===== src/rtl/scene_pkg.sv =====
`default_nettype none
// ============================================================================
// Module : scene_pkg
// Brief  : Shared types and constants for the scene frame sequencer.
// Rev    : 1.0
// ============================================================================
package scene_pkg;

  localparam int FIFO_DEPTH = 4;
  localparam int DP_LATENCY = 2;
  localparam int FIFO_CNT_W = $clog2(FIFO_DEPTH + 1);

  typedef enum logic [1:0] {
    IDLE  = 2'd0,
    RUN   = 2'd1,
    DRAIN = 2'd2
  } state_t;

  typedef struct packed {
    logic [7:0] r;
    logic [7:0] g;
    logic [7:0] b;
    logic       eof;
  } out_entry_t;

endpackage
`default_nettype wire


===== src/rtl/scene_if.sv =====
`default_nettype none
// ============================================================================
// Module : scene_if
// Brief  : Airlight, pixel, datapath and output handshake bundle.
// Rev    : 1.0
// ============================================================================
interface scene_if;

  logic       i_a_valid;
  logic       o_a_ready;
  logic [7:0] i_ar, i_ag, i_ab;

  logic       i_px_valid;
  logic       o_px_ready;
  logic [7:0] i_er, i_eg, i_eb;
  logic [7:0] i_on_by_t;
  logic       i_sof;

  logic [7:0] o_dp_er, o_dp_eg, o_dp_eb, o_dp_on_by_t;
  logic [7:0] o_dp_ar, o_dp_ag, o_dp_ab;
  logic [7:0] i_dp_r, i_dp_g, i_dp_b;

  logic       o_valid;
  logic       i_ready;
  logic [7:0] o_r, o_g, o_b;
  logic       o_eof;

  logic       o_frame_done;
  logic       o_resync;
  logic       o_busy;

  // Controller side
  modport slave (
    input  i_a_valid, i_ar, i_ag, i_ab,
    output o_a_ready,
    input  i_px_valid, i_er, i_eg, i_eb, i_on_by_t, i_sof,
    output o_px_ready,
    output o_dp_er, o_dp_eg, o_dp_eb, o_dp_on_by_t, o_dp_ar, o_dp_ag, o_dp_ab,
    input  i_dp_r, i_dp_g, i_dp_b,
    output o_valid, o_r, o_g, o_b, o_eof,
    input  i_ready,
    output o_frame_done, o_resync, o_busy
  );

  // Environment side (sources, datapath, sink)
  modport master (
    output i_a_valid, i_ar, i_ag, i_ab,
    input  o_a_ready,
    output i_px_valid, i_er, i_eg, i_eb, i_on_by_t, i_sof,
    input  o_px_ready,
    input  o_dp_er, o_dp_eg, o_dp_eb, o_dp_on_by_t, o_dp_ar, o_dp_ag, o_dp_ab,
    output i_dp_r, i_dp_g, i_dp_b,
    input  o_valid, o_r, o_g, o_b, o_eof,
    output i_ready,
    input  o_frame_done, o_resync, o_busy
  );

endinterface
`default_nettype wire


===== src/rtl/scene_out_fifo.sv =====
`default_nettype none
// ============================================================================
// Module : scene_out_fifo
// Brief  : Small synchronous output FIFO with occupancy count.
// Rev    : 1.0
// ============================================================================
module scene_out_fifo
  import scene_pkg::*;
(
  input  wire logic                  clk,
  input  wire logic                  rst,
  input  wire logic                  push,
  input  wire out_entry_t            din,
  input  wire logic                  pop,
  output out_entry_t                 dout,
  output logic                       empty,
  output logic [FIFO_CNT_W-1:0]      count
);

  localparam int PTR_W = $clog2(FIFO_DEPTH);

  out_entry_t       mem [FIFO_DEPTH];
  logic [PTR_W-1:0] wr_ptr;
  logic [PTR_W-1:0] rd_ptr;
  logic             full;
  logic             do_push;
  logic             do_pop;

  assign empty   = (count == '0);
  assign full    = (count == FIFO_CNT_W'(FIFO_DEPTH));
  assign do_push = push && !full;
  assign do_pop  = pop && !empty;
  assign dout    = mem[rd_ptr];

  // Storage is reset so the head reads as zero while empty after reset
  always_ff @(posedge clk or posedge rst) begin
    if (rst) begin
      wr_ptr <= '0;
      rd_ptr <= '0;
      count  <= '0;
      for (int i = 0; i < FIFO_DEPTH; i++) mem[i] <= '0;
    end else begin
      if (do_push) begin
        mem[wr_ptr] <= din;
        wr_ptr      <= wr_ptr + 1'b1;
      end
      if (do_pop) rd_ptr <= rd_ptr + 1'b1;
      case ({do_push, do_pop})
        2'b10:   count <= count + 1'b1;
        2'b01:   count <= count - 1'b1;
        default: count <= count;
      endcase
    end
  end

  a_no_push_when_full: assert property (@(posedge clk) disable iff (rst) !(push && full));

endmodule
`default_nettype wire


===== src/rtl/scene_ctrl.sv =====
`default_nettype none
// ============================================================================
// Module : scene_ctrl
// Brief  : Frame sequencer feeding the scene datapath; optional 1/t ceiling
//          compiled in with macro TMIN_CLAMP_EN.
// Rev    : 1.0
// ============================================================================
module scene_ctrl
  import scene_pkg::*;
#(
  parameter int         FRAME_W     = 640,
  parameter int         FRAME_H     = 480,
  parameter logic [7:0] ON_BY_T_MAX = 8'd200
) (
  input wire logic i_clk,
  input wire logic i_rst,
  scene_if.slave   bus
);

  localparam int COL_W  = (FRAME_W > 1) ? $clog2(FRAME_W) : 1;
  localparam int ROW_W  = (FRAME_H > 1) ? $clog2(FRAME_H) : 1;
  localparam int INFL_W = $clog2(DP_LATENCY + 1);
  localparam int SUM_W  = FIFO_CNT_W + 1;

`ifdef TMIN_CLAMP_EN
  localparam bit CLAMP_EN = 1'b1;
`else
  localparam bit CLAMP_EN = 1'b0;
`endif

  state_t                 state, state_next;
  logic                   armed;
  logic [COL_W-1:0]       col, eff_col, col_next;
  logic [ROW_W-1:0]       row, eff_row, row_next;
  logic [DP_LATENCY-1:0]  fl_v, fl_eof;
  logic [INFL_W-1:0]      inflight_cnt;
  logic [FIFO_CNT_W-1:0]  fifo_count;
  logic                   credit_ok;
  logic                   a_ready, px_ready, a_acc, px_acc;
  logic                   resync_px, col_wrap, eof_px, resync;
  logic [7:0]             on_by_t_in;
  logic [7:0]             dp_er, dp_eg, dp_eb, dp_on_by_t, dp_ar, dp_ag, dp_ab;
  out_entry_t             fifo_din, fifo_dout;
  logic                   fifo_empty;

  assign on_by_t_in = (CLAMP_EN && (bus.i_on_by_t > ON_BY_T_MAX)) ? ON_BY_T_MAX : bus.i_on_by_t;

  always_comb begin
    inflight_cnt = '0;
    for (int i = 0; i < DP_LATENCY; i++) inflight_cnt = inflight_cnt + INFL_W'(fl_v[i]);
  end

  // Credits come from registered state only, so a same-cycle pop frees nothing
  assign credit_ok = (SUM_W'(fifo_count) + SUM_W'(inflight_cnt)) < SUM_W'(FIFO_DEPTH);

  // An sof away from the origin re-anchors this pixel as (0,0)
  assign resync_px = bus.i_sof && !((col == '0) && (row == '0));
  assign eff_col   = resync_px ? '0 : col;
  assign eff_row   = resync_px ? '0 : row;
  assign col_wrap  = (eff_col == COL_W'(FRAME_W - 1));
  assign eof_px    = col_wrap && (eff_row == ROW_W'(FRAME_H - 1));
  assign col_next  = col_wrap ? '0 : eff_col + 1'b1;
  assign row_next  = !col_wrap ? eff_row :
                     (eff_row == ROW_W'(FRAME_H - 1)) ? '0 : eff_row + 1'b1;

  always_comb begin
    state_next = state;
    a_ready    = 1'b0;
    px_ready   = 1'b0;
    case (state)
      IDLE: begin
        a_ready = armed;
        if (armed && bus.i_a_valid) state_next = RUN;
      end
      RUN: begin
        px_ready = credit_ok;
        if (bus.i_px_valid && credit_ok && eof_px) state_next = DRAIN;
      end
      DRAIN: begin
        if (inflight_cnt == '0) state_next = IDLE;
      end
      default: state_next = IDLE;
    endcase
  end

  assign a_acc  = a_ready && bus.i_a_valid;
  assign px_acc = px_ready && bus.i_px_valid;

  always_ff @(posedge i_clk or posedge i_rst) begin
    if (i_rst) begin
      state      <= IDLE;
      armed      <= 1'b0;
      col        <= '0;
      row        <= '0;
      fl_v       <= '0;
      fl_eof     <= '0;
      resync     <= 1'b0;
      dp_er      <= '0;
      dp_eg      <= '0;
      dp_eb      <= '0;
      dp_on_by_t <= '0;
      dp_ar      <= '0;
      dp_ag      <= '0;
      dp_ab      <= '0;
    end else begin
      state  <= state_next;
      armed  <= 1'b1;
      fl_v   <= {fl_v[DP_LATENCY-2:0], px_acc};
      fl_eof <= {fl_eof[DP_LATENCY-2:0], px_acc && eof_px};
      resync <= px_acc && resync_px;
      if (a_acc) begin
        dp_ar <= bus.i_ar;
        dp_ag <= bus.i_ag;
        dp_ab <= bus.i_ab;
        col   <= '0;
        row   <= '0;
      end
      if (px_acc) begin
        dp_er      <= bus.i_er;
        dp_eg      <= bus.i_eg;
        dp_eb      <= bus.i_eb;
        dp_on_by_t <= on_by_t_in;
        col        <= col_next;
        row        <= row_next;
      end
    end
  end

  assign fifo_din = '{r: bus.i_dp_r, g: bus.i_dp_g, b: bus.i_dp_b, eof: fl_eof[DP_LATENCY-1]};

  scene_out_fifo u_out_fifo (
    .clk   (i_clk),
    .rst   (i_rst),
    .push  (fl_v[DP_LATENCY-1]),
    .din   (fifo_din),
    .pop   (bus.i_ready),
    .dout  (fifo_dout),
    .empty (fifo_empty),
    .count (fifo_count)
  );

  assign bus.o_a_ready    = a_ready;
  assign bus.o_px_ready   = px_ready;
  assign bus.o_dp_er      = dp_er;
  assign bus.o_dp_eg      = dp_eg;
  assign bus.o_dp_eb      = dp_eb;
  assign bus.o_dp_on_by_t = dp_on_by_t;
  assign bus.o_dp_ar      = dp_ar;
  assign bus.o_dp_ag      = dp_ag;
  assign bus.o_dp_ab      = dp_ab;
  assign bus.o_valid      = !fifo_empty;
  assign bus.o_r          = fifo_dout.r;
  assign bus.o_g          = fifo_dout.g;
  assign bus.o_b          = fifo_dout.b;
  assign bus.o_eof        = fifo_dout.eof;
  assign bus.o_frame_done = !fifo_empty && bus.i_ready && fifo_dout.eof;
  assign bus.o_resync     = resync;
  assign bus.o_busy       = (state != IDLE) || !fifo_empty;

endmodule
`default_nettype wire


===== src/flat_wrapper.sv =====
// flat-port wrapper written by rule: the top's interface ports become plain ports
module scene_ctrl_flat import scene_pkg::*;
#(
  parameter int         FRAME_W     = 640,
  parameter int         FRAME_H     = 480,
  parameter logic [7:0] ON_BY_T_MAX = 8'd200
)
  (i_clk, i_rst, bus_i_a_valid, bus_i_ar, bus_i_ag, bus_i_ab, bus_o_a_ready, bus_i_px_valid, bus_i_er, bus_i_eg, bus_i_eb, bus_i_on_by_t, bus_i_sof, bus_o_px_ready, bus_o_dp_er, bus_o_dp_eg, bus_o_dp_eb, bus_o_dp_on_by_t, bus_o_dp_ar, bus_o_dp_ag, bus_o_dp_ab, bus_i_dp_r, bus_i_dp_g, bus_i_dp_b, bus_o_valid, bus_o_r, bus_o_g, bus_o_b, bus_o_eof, bus_i_ready, bus_o_frame_done, bus_o_resync, bus_o_busy);
  scene_if bus_i ();
  input wire logic i_clk;
  input wire logic i_rst;
  input wire logic [$bits(bus_i.i_a_valid)-1:0] bus_i_a_valid;
  input wire logic [$bits(bus_i.i_ar)-1:0] bus_i_ar;
  input wire logic [$bits(bus_i.i_ag)-1:0] bus_i_ag;
  input wire logic [$bits(bus_i.i_ab)-1:0] bus_i_ab;
  output wire logic [$bits(bus_i.o_a_ready)-1:0] bus_o_a_ready;
  input wire logic [$bits(bus_i.i_px_valid)-1:0] bus_i_px_valid;
  input wire logic [$bits(bus_i.i_er)-1:0] bus_i_er;
  input wire logic [$bits(bus_i.i_eg)-1:0] bus_i_eg;
  input wire logic [$bits(bus_i.i_eb)-1:0] bus_i_eb;
  input wire logic [$bits(bus_i.i_on_by_t)-1:0] bus_i_on_by_t;
  input wire logic [$bits(bus_i.i_sof)-1:0] bus_i_sof;
  output wire logic [$bits(bus_i.o_px_ready)-1:0] bus_o_px_ready;
  output wire logic [$bits(bus_i.o_dp_er)-1:0] bus_o_dp_er;
  output wire logic [$bits(bus_i.o_dp_eg)-1:0] bus_o_dp_eg;
  output wire logic [$bits(bus_i.o_dp_eb)-1:0] bus_o_dp_eb;
  output wire logic [$bits(bus_i.o_dp_on_by_t)-1:0] bus_o_dp_on_by_t;
  output wire logic [$bits(bus_i.o_dp_ar)-1:0] bus_o_dp_ar;
  output wire logic [$bits(bus_i.o_dp_ag)-1:0] bus_o_dp_ag;
  output wire logic [$bits(bus_i.o_dp_ab)-1:0] bus_o_dp_ab;
  input wire logic [$bits(bus_i.i_dp_r)-1:0] bus_i_dp_r;
  input wire logic [$bits(bus_i.i_dp_g)-1:0] bus_i_dp_g;
  input wire logic [$bits(bus_i.i_dp_b)-1:0] bus_i_dp_b;
  output wire logic [$bits(bus_i.o_valid)-1:0] bus_o_valid;
  output wire logic [$bits(bus_i.o_r)-1:0] bus_o_r;
  output wire logic [$bits(bus_i.o_g)-1:0] bus_o_g;
  output wire logic [$bits(bus_i.o_b)-1:0] bus_o_b;
  output wire logic [$bits(bus_i.o_eof)-1:0] bus_o_eof;
  input wire logic [$bits(bus_i.i_ready)-1:0] bus_i_ready;
  output wire logic [$bits(bus_i.o_frame_done)-1:0] bus_o_frame_done;
  output wire logic [$bits(bus_i.o_resync)-1:0] bus_o_resync;
  output wire logic [$bits(bus_i.o_busy)-1:0] bus_o_busy;
  assign bus_i.i_a_valid = bus_i_a_valid;
  assign bus_i.i_ar = bus_i_ar;
  assign bus_i.i_ag = bus_i_ag;
  assign bus_i.i_ab = bus_i_ab;
  assign bus_o_a_ready = bus_i.o_a_ready;
  assign bus_i.i_px_valid = bus_i_px_valid;
  assign bus_i.i_er = bus_i_er;
  assign bus_i.i_eg = bus_i_eg;
  assign bus_i.i_eb = bus_i_eb;
  assign bus_i.i_on_by_t = bus_i_on_by_t;
  assign bus_i.i_sof = bus_i_sof;
  assign bus_o_px_ready = bus_i.o_px_ready;
  assign bus_o_dp_er = bus_i.o_dp_er;
  assign bus_o_dp_eg = bus_i.o_dp_eg;
  assign bus_o_dp_eb = bus_i.o_dp_eb;
  assign bus_o_dp_on_by_t = bus_i.o_dp_on_by_t;
  assign bus_o_dp_ar = bus_i.o_dp_ar;
  assign bus_o_dp_ag = bus_i.o_dp_ag;
  assign bus_o_dp_ab = bus_i.o_dp_ab;
  assign bus_i.i_dp_r = bus_i_dp_r;
  assign bus_i.i_dp_g = bus_i_dp_g;
  assign bus_i.i_dp_b = bus_i_dp_b;
  assign bus_o_valid = bus_i.o_valid;
  assign bus_o_r = bus_i.o_r;
  assign bus_o_g = bus_i.o_g;
  assign bus_o_b = bus_i.o_b;
  assign bus_o_eof = bus_i.o_eof;
  assign bus_i.i_ready = bus_i_ready;
  assign bus_o_frame_done = bus_i.o_frame_done;
  assign bus_o_resync = bus_i.o_resync;
  assign bus_o_busy = bus_i.o_busy;
  scene_ctrl #(.FRAME_W(FRAME_W), .FRAME_H(FRAME_H), .ON_BY_T_MAX(ON_BY_T_MAX)) u_core (.i_clk(i_clk), .i_rst(i_rst), .bus(bus_i));
endmodule

===== config.mk =====
export PLATFORM = sky130hd
export DESIGN_NAME = scene_ctrl_flat
export DESIGN_NICKNAME = d
export VERILOG_FILES = /design/src/rtl/scene_pkg.sv /design/src/rtl/scene_if.sv /design/src/rtl/scene_out_fifo.sv /design/src/rtl/scene_ctrl.sv /design/src/flat_wrapper.sv
export SDC_FILE = /design/constraint.sdc
export NUM_CORES = 1
export LEC_CHECK = 0
export ABC_AREA = 1
export BUFFER_PORTS_ARGS = -buffer_cell sky130_fd_sc_hd__buf_4
export CAP_MARGIN = 20
export CORE_MARGIN = 10
export CORE_UTILIZATION = 35
export CTS_CLUSTER_DIAMETER = 60
export DETAILED_ROUTE_END_ITERATION = 12
export GPL_TIMING_DRIVEN = 1
export PLACE_DENSITY = 0.65
export REMOVE_ABC_BUFFERS = 1
export SYNTH_ARGS = -nofsm -noshare
export SYNTH_HDL_FRONTEND = slang
export SYNTH_SLANG_ARGS = --single-unit

===== constraint.sdc =====
create_clock -name i_clk -period 7.9 [get_ports i_clk]
set_input_delay 0 -clock i_clk [delete_from_list [all_inputs] [get_ports i_clk]]
set_output_delay 0 -clock i_clk [all_outputs]
set_load 0.02 [all_outputs]

==> key figures, run 1 <==
Routing
  • Starting DRT DRC Count: 668
  • Post-Route WL: 23200 um
  • Routed Antenna Nets: 0
  • Wirelength per Cell: 15.2 um
  • First-pass DRT Iterations: 5
  • Vias per cell: 4.79
  • Vias post-DR: 7321
  • DR DRC count: 0

Synth
  • Area share of fa/ha/maj cells after synthesis: 0.0173
  • Register bit total from synthesis: 190
  • Async S/R FF share, synth: 1.00
  • Xor and xnor area share after synthesis: 0.00729
  • Avg Inst Size Synth: 8.75 um^2
  • Main combinational cell family by area after synthesis: simple AND/OR/NAND/NOR gates
  • Number of synthesized flops with an enable pin: 0
  • Mapped Area: 0.00841 mm^2
  • Simple-gate share of the synthesized area: 0.200
  • Post-Syn Instances: 962
  • Post-synthesis sequential area ratio: 0.565
  • Synth cell types: 36
  • Synth Area in Compound Gates: 0.123
  • Fraction of synthesized area in multiplexers: 0.0321
  • Main synth FF type: dfrtp_1
  • YS warnings: 0

Power
  • Internal Pwr Total: 2550 uW
  • Psw: 1750 uW
  • Switching part of the total: 0.407
  • Logic pwr share: 0.434
  • Sequential power share: 0.379
  • Clock power frac: 0.187
  • Pwr Density: 379 mW/mm^2
  • Max VDD drop: 203 uV
  • P_leak: 0.00565 uW

Clock network
  • Clk slew on worst S/H paths: 80 ps
  • CTS tree: yes
  • Root buf cell: clkbuf_16
  • H-tree depth: 4
  • Post-CTS Setup Bufs: 0
  • Max Buffers Root-to-Sink: 2
  • Clk_lat worst skew: 420 ps
  • Post-CTS Hold Buffers: 84
  • Clock Sinks: 190
  • Post-cts sizing count: 0
  • Num CTS Buffers: 17

Timing
  • Maximum clock frequency: 287 MHz
  • Max Transition Viols Final: 0
  • Final setup violating endpoints: 0
  • Worst-Margin Slew: 1070 ps
  • Final Skew: 12.7 ps
  • Final Hold Vio Count: 0
  • RSZ-0062 raised after global routing: false
  • Final Cycle Share: 0.441
  • Rel. slew slack: 0.288
  • Minimum clock period: 3480 ps
  • Total negative slack: 0 ps

Global route
  • Vias in the first global route: 7298
  • Initial antenna violation count: 1
  • Pin count of the biggest net entering global routing: 129
  • Total gr overflow: 0
  • Wire length of the first global-routing pass: 37800 um
  • Total GRT Usage: 0.148

Worst setup path
  • CP Cell Sequence: nor2_1, nand2_1, nor2_1, nand3_1, nand2_1, inv_1, nor2_2, ha_1, nand4_1, nor2_2, nand2_4, nand2_2, inv_1, nand3b_1, nand2_1
  • Crit end category: flip-flop
  • CP Data Required Time: 8200 ps
  • Crit path DAT: 3790 ps
  • Crit-path slowest cell: nand2_1
  • RR Startpoint: u_core.col[5]
  • Origin of the worst setup path: u_core.col[5]
  • CP most frequent cell: nand2_1
  • Slowest Stage Delay on Critical Path: 660 ps
  • Crit Path Class: reg2reg
  • Crit-path max FO: 29
  • Worst setup SP type: flip-flop

Floorplan
  • Num rows: 56
  • Die height: 175 um
  • Initial Util: 0.357
  • I/O pins: 173
  • Chip width: 175 um
  • Core area: 0.0235 mm^2
  • Die area: 0.0306 mm^2

Final layout
  • Final core utilization: 0.483
  • Final nets: 1294
  • Layout overhead on the synthesized area: 35.1%
  • Share of post-route cells with drive strength above 1: 0.208

Run
  • Maxcap violations: 0

Placement
  • I/O Buffers: 172
  • GP Congestion: 0.882
  • Post-DP HPWL: 14500 um

Min path
  • Hold Path Class: in2reg
  • HP Start: bus_i_a_valid

Run status
  • Status: complete, no violations
[critical path, delay by kind of cell (launching register included)]
family / cells / cell delay, ps
DFF: 1 / 450
buffers and inverters: 2 / 400
adders and majority gates: 1 / 240
and+or+nand+nor: 12 / 2270
[metal layers]
metal | vias up | share of wire | GRT usage
li1 | 3587 | - | -
met1 | 3484 | 0.44 | 0.182
met2 | 236 | 0.50 | 0.254
met3 | 14 | 0.057 | 0.0418
met4 | 0 | 0.0082 | 0.0276
met5 | - | 0 | 0
[power groups by stage]
| stage | Clock [uW] | Combinational, uW | Sequential, uW |
|---|---|---|---|
| finish | 805 | 1870 | 1630 |
| global route | 871 | 2080 | 1690 |
| detailed placement | 0 | 1860 | 1640 |
| floorplan | 0 | 931 | 1770 |
| global placement | 0 | 1830 | 1630 |
| CTS | 830 | 1890 | 1630 |
[final cells by class]
cell class	instances	area, um^2
Fill cell	2249	12200
Sequential cell	190	4750
Multi-Input combinational cell	654	3200
Timing Repair Buffer	266	2210
Clock buffer	20	457
Tap cell	319	399
Inverter	68	263
Clock inverter	11	85.1
Antenna cell	1	2.50
[cells in the mapped netlist (2+ instances only)]
cell / n / area [um^2]
a21oi_1: 2 / 10.0
buf_1: 3 / 11.3
buf_2: 2 / 10.0
buf_6: 2 / 22.5
clkbuf_1: 43 / 161
dfrtp_1: 190 / 4750
ha_1: 10 / 125
inv_1: 65 / 244
inv_2: 3 / 11.3
mux2_2: 24 / 270
nand2_1: 272 / 1020
nand3_1: 33 / 165
nand3b_1: 3 / 22.5
nand4_1: 6 / 37.5
nor2_1: 84 / 315
nor2_2: 4 / 25.0
nor2_4: 2 / 22.5
nor3_1: 2 / 10.0
o21ai_0: 160 / 801
o21ai_1: 2 / 10.0
o22ai_1: 30 / 188
xnor2_1: 2 / 17.5
xor2_1: 5 / 43.8
[flip-flops by register name (all words and copies together), names as in the netlist, 2 cells and up]
register                  count
u_core.u_out_fifo.mem       100
u_core.row                    9
u_core.fl_v                   2
u_core.bus.o_dp_er            8
u_core.bus.o_dp_eb            8
u_core.fl_eof                 2
u_core.bus.o_dp_ab            8
u_core.col                   10
u_core.u_out_fifo.wr_ptr      2
u_core.state                  2
u_core.u_out_fifo.rd_ptr      2
u_core.u_out_fifo.count       3
u_core.bus.o_dp_ar            8
u_core.bus.o_dp_ag            8
u_core.bus.o_dp_on_by_t       8
u_core.bus.o_dp_eg            8
[metrics by stage]
stage	worst slack, ps	instance area (um^2)	hold slack (ps)	std cells	total power (uW)
after floorplan	2730	8210	117	912	2700
after global placement	4660	9980	200	1413	3450
after detailed placement	4530	9980	206	1413	3500
after CTS	4480	11400	79.7	1528	4350
after global routing	4160	11400	101	1529	4640
final	4420	11400	102	1529	4310
[logic make-up after synthesis]
family                   Yosys count
XOR/XNOR                           7
AO/OA/AOI/OAI                    198
AND/OR/NAND/NOR                  413
flip-flops                       190
multiplexers                      24
adder cells (fa/ha/maj)           11
other                              1
buffers and inverters            118
[cell usage in the layout (no fill, tap or decap), types with 2 or more instances in the layout]
cell,n
dlygate4sd3_1,84
o21ai_0,160
a21oi_1,2
ha_1,10
inv_1,64
nor2_1,83
clkinv_2,3
nor2_4,2
o22ai_1,30
inv_8,3
clkbuf_16,17
nand3_1,33
xnor2_1,2
nand3b_1,3
nor3_1,2
dfrtp_1,190
nor2_2,5
buf_4,182
nand4_1,6
clkinvlp_4,4
o21ai_1,2
nand2_1,272
clkbuf_8,2
mux2_2,24
inv_2,3
xor2_1,5
[path summary, 6_finish.rpt]
kind                                          to  slack, ps  cells past startpoint
setup reg to reg                   u_core.col[5]       4420                     15
hold / removal             u_core.bus.o_dp_ag[0]        100                      3
hold reg to reg                 u_core.fl_eof[1]        360                      0
min in group asynchronous  u_core.bus.o_dp_ag[0]        260                      3
setup / recovery                   u_core.col[5]       4420                     15
max in group asynchronous          u_core.row[6]       6260                      4
(Power assumes the default switching activity.)
==> inputs of run 2 (changes only) <==
- PLACE_DENSITY: 0.65 -> 0.67
- clock period: 7.9 -> 3 ns (I/O delays scaled with it)
==> run 2 against run 1 <==
Critical path depth increased by 2; sequential power grew to 2.6 times the previous value; fmax is 29% higher; global-route usage grew 0.31 points; clock power rose to 2.9 times the previous value; setup slack lost 4100 ps; final cell count barely moved; critical path type unchanged; largest power group unchanged.
==> key figures, run 2 (synthesis results as in run 1) <==
Placement
  • Post-DP HPWL: 14400 um
  • I/O Buffers: 172
  • Placed cell areas: 0.0100 mm^2
  • Dpl cells: 1414
  • GP Congestion: 0.859

Clock network
  • Clock Sinks: 190
  • Post-cts sizing count: 0
  • Post-CTS Hold Buffers: 84
  • Post-CTS Setup Bufs: 0
  • Root buf cell: clkbuf_16
  • CTS tree: yes
  • H-tree depth: 4
  • Max Buffers Root-to-Sink: 2
  • Num CTS Buffers: 17
  • Clk_lat worst skew: 440 ps
  • Clk slew on worst S/H paths: 70 ps

Timing
  • Max Transition Viols Final: 0
  • Worst-Margin Slew: 922 ps
  • Final setup violating endpoints: 0
  • Minimum clock period: 2690 ps
  • Final Cycle Share: 0.898
  • Rel. slew slack: 0.383
  • WHS: 111 ps
  • Final Hold Vio Count: 0
  • Maximum clock frequency: 371 MHz
  • Final Skew: 13.0 ps
  • RSZ-0062 raised after global routing: false

Routing
  • Routed Antenna Nets: 0
  • DR DRC count: 0
  • Met2 WL post-DR: 11700 um
  • Starting DRT DRC Count: 638
  • Post-Route WL: 23100 um
  • Met1 wire length: 9800 um
  • Metal3 WL: 1440 um
  • Wirelength per Cell: 15.1 um
  • First-pass DRT Iterations: 5
  • Top sig layer: met4
  • Vias post-DR: 7290
  • Vias per cell: 4.76

Run status
  • Status: complete, no violations

Floorplan
  • Chip width: 175 um
  • I/O pins: 173
  • Die area: 0.0306 mm^2
  • Num rows: 56
  • Initial Util: 0.357
  • Die height: 175 um
  • Core area: 0.0235 mm^2

Final layout
  • Largest register FFs: 100
  • Commonest non-fill, non-tap cell in the layout: nand2_1
  • Final nets: 1295
  • FILL cells: 2283
  • Design Area, Final: 0.0115 mm^2
  • Largest regs: u_core.u_out_fifo.mem: 100 flops, u_core.col: 10 flops, u_core.row: 9 flops
  • Antenna Cells: 0
  • Final cell count without fillers: 1530
  • Commonest non-fill, non-tap cells in the layout: nand2_1 (268), dfrtp_1 (189), buf_4 (182)
  • Share of post-route cells with drive strength above 1: 0.214
  • Largest Register: u_core.u_out_fifo.mem
  • Layout overhead on the synthesized area: 36.2%

Worst setup path
  • Crit Path Class: reg2reg
  • Slowest Stage Delay on Critical Path: 440 ps
  • Crit-path slowest cell: dfrtp_1
  • CP most frequent cell: nand2_1
  • Crit path max-delay family: simple AND/OR/NAND/NOR gates
  • CP Data Required Time: 3320 ps
  • Bufs and invs on worst path: 2
  • Worst r2r path cells: 17
  • Crit path DAT: 3010 ps
  • Crit-path max FO: 28
  • Crit end category: flip-flop
  • Worst setup SP type: flip-flop
  • CP Cell Sequence: nor2_1, nand2_1, nor2_1, nand3_1, nand2_1, buf_4, nand2_1, inv_1, ha_1, nand2_1, nand3b_1, nor2_2, nand2_1, nor2_4, nor2_2, o21ai_1, nand2_1
  • Crit path depth: 17

Power
  • P_leak: 0.00569 uW
  • Pwr Density: 1010 mW/mm^2
  • Internal Pwr Total: 6890 uW
  • Logic pwr share: 0.431
  • Psw: 4670 uW
  • Sequential power share: 0.366
  • Total chip power: 11600 uW
  • Switching part of the total: 0.404
  • Clock power frac: 0.204
  • Max VDD drop: 510 uV

Min path
  • Hold Path Class: in2reg
  • Hold Path Depth: 3

Run
  • Maxcap violations: 0

Global route
  • Vias in the first global route: 7497
  • Total GRT Usage: 0.151
  • Pin count of the biggest net entering global routing: 101
  • Total gr overflow: 0
  • Wire length of the first global-routing pass: 38500 um
  • Initial antenna violation count: 0
run 2: cell count changes in the layout (fill, tap and decap cells not counted), sizes merged:
cell	before	now
bufinv	0	2
buf	182	183
inv	71	75
clkbuf	20	18
clkinvlp	4	3
clkinv	4	2
diode	1	0
run 2: worst min-delay path: stages:
cell     delay, ps
buf_4           80
nand2_1        270
nand2_1        160
run 2: layout make-up:
cell class	instances	area, um^2	area share
flip-flops and latches	190	4760	0.415
multi-input cells	654	3210	0.280
repair buffers	267	2230	0.194
well taps	319	399	0.0348
clock buffers	18	429	0.0374
clock inverters	14	175	0.0153
inverters	68	263	0.0229
run 2: stage by stage:
step	util	setup TNS [ps]	setup slack (ps)
floorplan	-	-448950	-2170
global placement	0.425	0	397
detailed placement	0.425	0	345
CTS	0.487	0	332
global route	0.487	0	7.90
finish	0.487	0	307
run 2: layer usage:
| layer | vias up | GRT usage |
|---|---|---|
| met1 | 3515 | 0.181 |
| li1 | 3584 | - |
| met3 | 15 | 0.0463 |
| met5 | - | 0 |
| met4 | 0 | 0.0325 |
| met2 | 176 | 0.261 |
run 2: final timing paths:
path                                   from                          to  slack [ps]
setup / recovery              u_core.col[4]               u_core.row[0]         310
hold reg to reg            u_core.fl_eof[0]            u_core.fl_eof[1]         370
setup reg to reg              u_core.col[4]               u_core.row[0]         310
min in group asynchronous             i_rst       u_core.bus.o_dp_ab[0]         220
hold / removal                bus_i_a_valid             u_core.state[0]         110
max in group asynchronous             i_rst  u_core.bus.o_dp_on_by_t[3]        1870
run 2: power groups by stage:
stage                     registers, uW  logic [uW]  clock network (uW)
after detailed placement           4260        4950                   0
after CTS                          4220        5050                2410
final                              4230        4980                2350
after floorplan                    4670        2450                   0
after global routing               4370        5560                2510
after global placement             4220        4880                   0
==> inputs of run 3 (changes only) <==
- RECOVER_POWER: default -> 50
==> run 3 against run 2 <==
The run now ends with capacitance limit, slew limit left; register-to-register slack got worse by 30 ps; non-clock buffer count unchanged; flip-flop and latch count unchanged; clock skew decreased by 0.54 ps; critical path depth unchanged; total power decreased by 2.7%; via count increased by 0.16%; die area unchanged; hold slack improved by 2.7 ps; setup slack got worse by 32 ps; critical path type unchanged; largest cell class unchanged; largest power group unchanged; highest routed layer unchanged.
==> key figures, run 3 (synthesis results as in run 1) <==
Timing
  • Final Skew: 12.4 ps
  • Setup ws final: 275 ps
  • Maximum clock frequency: 367 MHz
  • Final Hold Vio Count: 0
  • Rel. slew slack: -0.441
  • Worst-Margin Slew: 2160 ps
  • Minimum clock period: 2730 ps
  • Max Transition Viols Final: 101
  • Final Cycle Share: 0.908
  • Total negative slack: 0 ps
  • Final setup violating endpoints: 0
  • RSZ-0062 raised after global routing: false

Worst setup path
  • CP most frequent cell: nand2_1
  • RR Startpoint: u_core.row[4]
  • Slowest Stage Delay on Critical Path: 460 ps
  • Worst setup SP type: flip-flop
  • Crit-path slowest cell: dfrtp_1
  • CP Data Required Time: 3320 ps
  • Crit-path max FO: 28
  • CP Cell Sequence: nor2_1, nand2_1, nor2_1, nand3_1, nand2_1, buf_4, nand2_1, inv_1, ha_1, nand2_1, nand3b_1, nor2_2, nand2_1, nor2_4, nor2_2, o21ai_1, nand2_1
  • Crit end category: flip-flop
  • Worst r2r path cells: 17
  • R2r setup slk: 270 ps
  • Crit path DAT: 3040 ps
  • Crit Path Class: reg2reg
  • R2R Path End: u_core.row[0]

Power
  • Pwr Density: 1000 mW/mm^2
  • P_leak: 0.00546 uW
  • Max VDD drop: 473 uV
  • Total chip power: 11300 uW

Run
  • Maxcap violations: 1

Floorplan
  • Num rows: 56
  • Die area: 0.0306 mm^2
  • Die height: 175 um
  • Initial Util: 0.357
  • I/O pins: 173
  • Chip width: 175 um
  • Core area: 0.0235 mm^2

Clock network
  • H-tree depth: 4
  • Max Buffers Root-to-Sink: 2
  • CTS tree: yes
  • Clk_lat worst skew: 440 ps
  • Root buf cell: clkbuf_16
  • Clk slew on worst S/H paths: 70 ps
  • Num CTS Buffers: 17
  • Clock Sinks: 190

Run status
  • Violated checks: capacitance limit, slew limit
  • Status: finished, violations left

Final layout
  • Antenna Cells: 0
  • Commonest non-fill, non-tap cells in the layout: nand2_1 (268), dfrtp_1 (189), o21ai_0 (160)
  • Design Area, Final: 0.0112 mm^2
  • Commonest non-fill, non-tap cell in the layout: nand2_1
  • Share of post-route cells with drive strength above 1: 0.165
  • Largest regs: u_core.u_out_fifo.mem: 100 flops, u_core.col: 10 flops, u_core.row: 9 flops
  • Layout overhead on the synthesized area: 33.3%
  • Final nets: 1295
  • Largest register FFs: 100
  • Largest Register: u_core.u_out_fifo.mem

Global route
  • Total gr overflow: 0
  • Pin count of the biggest net entering global routing: 101
  • Vias in the first global route: 7497
  • Initial antenna violation count: 0
  • Total GRT Usage: 0.151
  • Wire length of the first global-routing pass: 38500 um

Routing
  • Starting DRT DRC Count: 630
  • DR DRC count: 0
  • Post-Route WL: 23100 um
  • First-pass DRT Iterations: 5
  • Routed Antenna Nets: 0
  • Met2 WL post-DR: 11600 um
  • Vias post-DR: 7302
  • Met1 wire length: 9870 um
  • Wirelength per Cell: 15.1 um
  • Vias per cell: 4.77
  • Metal3 WL: 1410 um
  • Top sig layer: met4

Placement
  • Placed cell areas: 0.0100 mm^2
  • Post-DP HPWL: 14400 um
  • GP Congestion: 0.859
  • Setup WS pre-CTS: 345 ps
  • I/O Buffers: 172

Min path
  • Hold Path Class: in2reg
  • Hold EP: u_core.state[0]
  • Hold Path Depth: 3
  • HP Start: bus_i_a_valid
run 3: changes by cell type in the layout (fill, tap and decap cells not counted), sizes merged:
cell,change
clkbuf,+62
clkinvlp,+1
buf,-62
inv,-1
run 3: critical path, delay by kind of cell, from the launching register on:
family | cells | cell delay (ps)
adders and majority gates | 1 | 240
DFF | 1 | 460
AOI/OAI and AO/OA | 1 | 100
buffers and inverters | 2 | 370
and+or+nand+nor | 13 | 1460
run 3: worst max-delay path by stage:
stage | start | endpoint | depth (start not counted)
detailed placement | u_core.col[5] | u_core.row[0] | 17
finish | u_core.row[4] | u_core.row[0] | 17
CTS | u_core.row[4] | u_core.state[0] | 17
floorplan | i_rst | u_core.armed | 1
global placement | u_core.col[4] | u_core.state[0] | 17
global route | u_core.row[2] | u_core.row[0] | 17
run 3: layout make-up:
class | count | area, um^2
clock inverter | 14 | 175
inverter | 68 | 259
tap | 319 | 399
sequential | 190 | 4760
multi-input combinational | 654 | 3210
clock buffer | 18 | 429
timing repair buffer | 267 | 1990
fill | 2340 | 12300
run 3: per-layer routing:
metal | up-vias | global-route usage
met5 | - | 0
met4 | 0 | 0.0325
met3 | 15 | 0.0463
met2 | 191 | 0.261
met1 | 3505 | 0.181
li1 | 3591 | -
run 3: repair_timing:
item	CTS	global route
hold buffers	84	0
resized for setup	0	0
setup buffers	0	0
hold endpoints to repair	252	0
run 3: metrics by stage:
stage	utilization	hold WS (ps)	std cells
4_1_cts	0.487	108	1530
3_5_place_dp	0.425	186	1414
6_report	0.476	113	1530
5_1_grt	0.476	152	1530
2_1_floorplan	-	117	912
3_3_place_gp	0.425	174	1414
run 3: report_power, final:
part / switching [uW] / internal [uW]
logic: 3010 / 1670
clock network: 1090 / 1270
registers: 561 / 3660
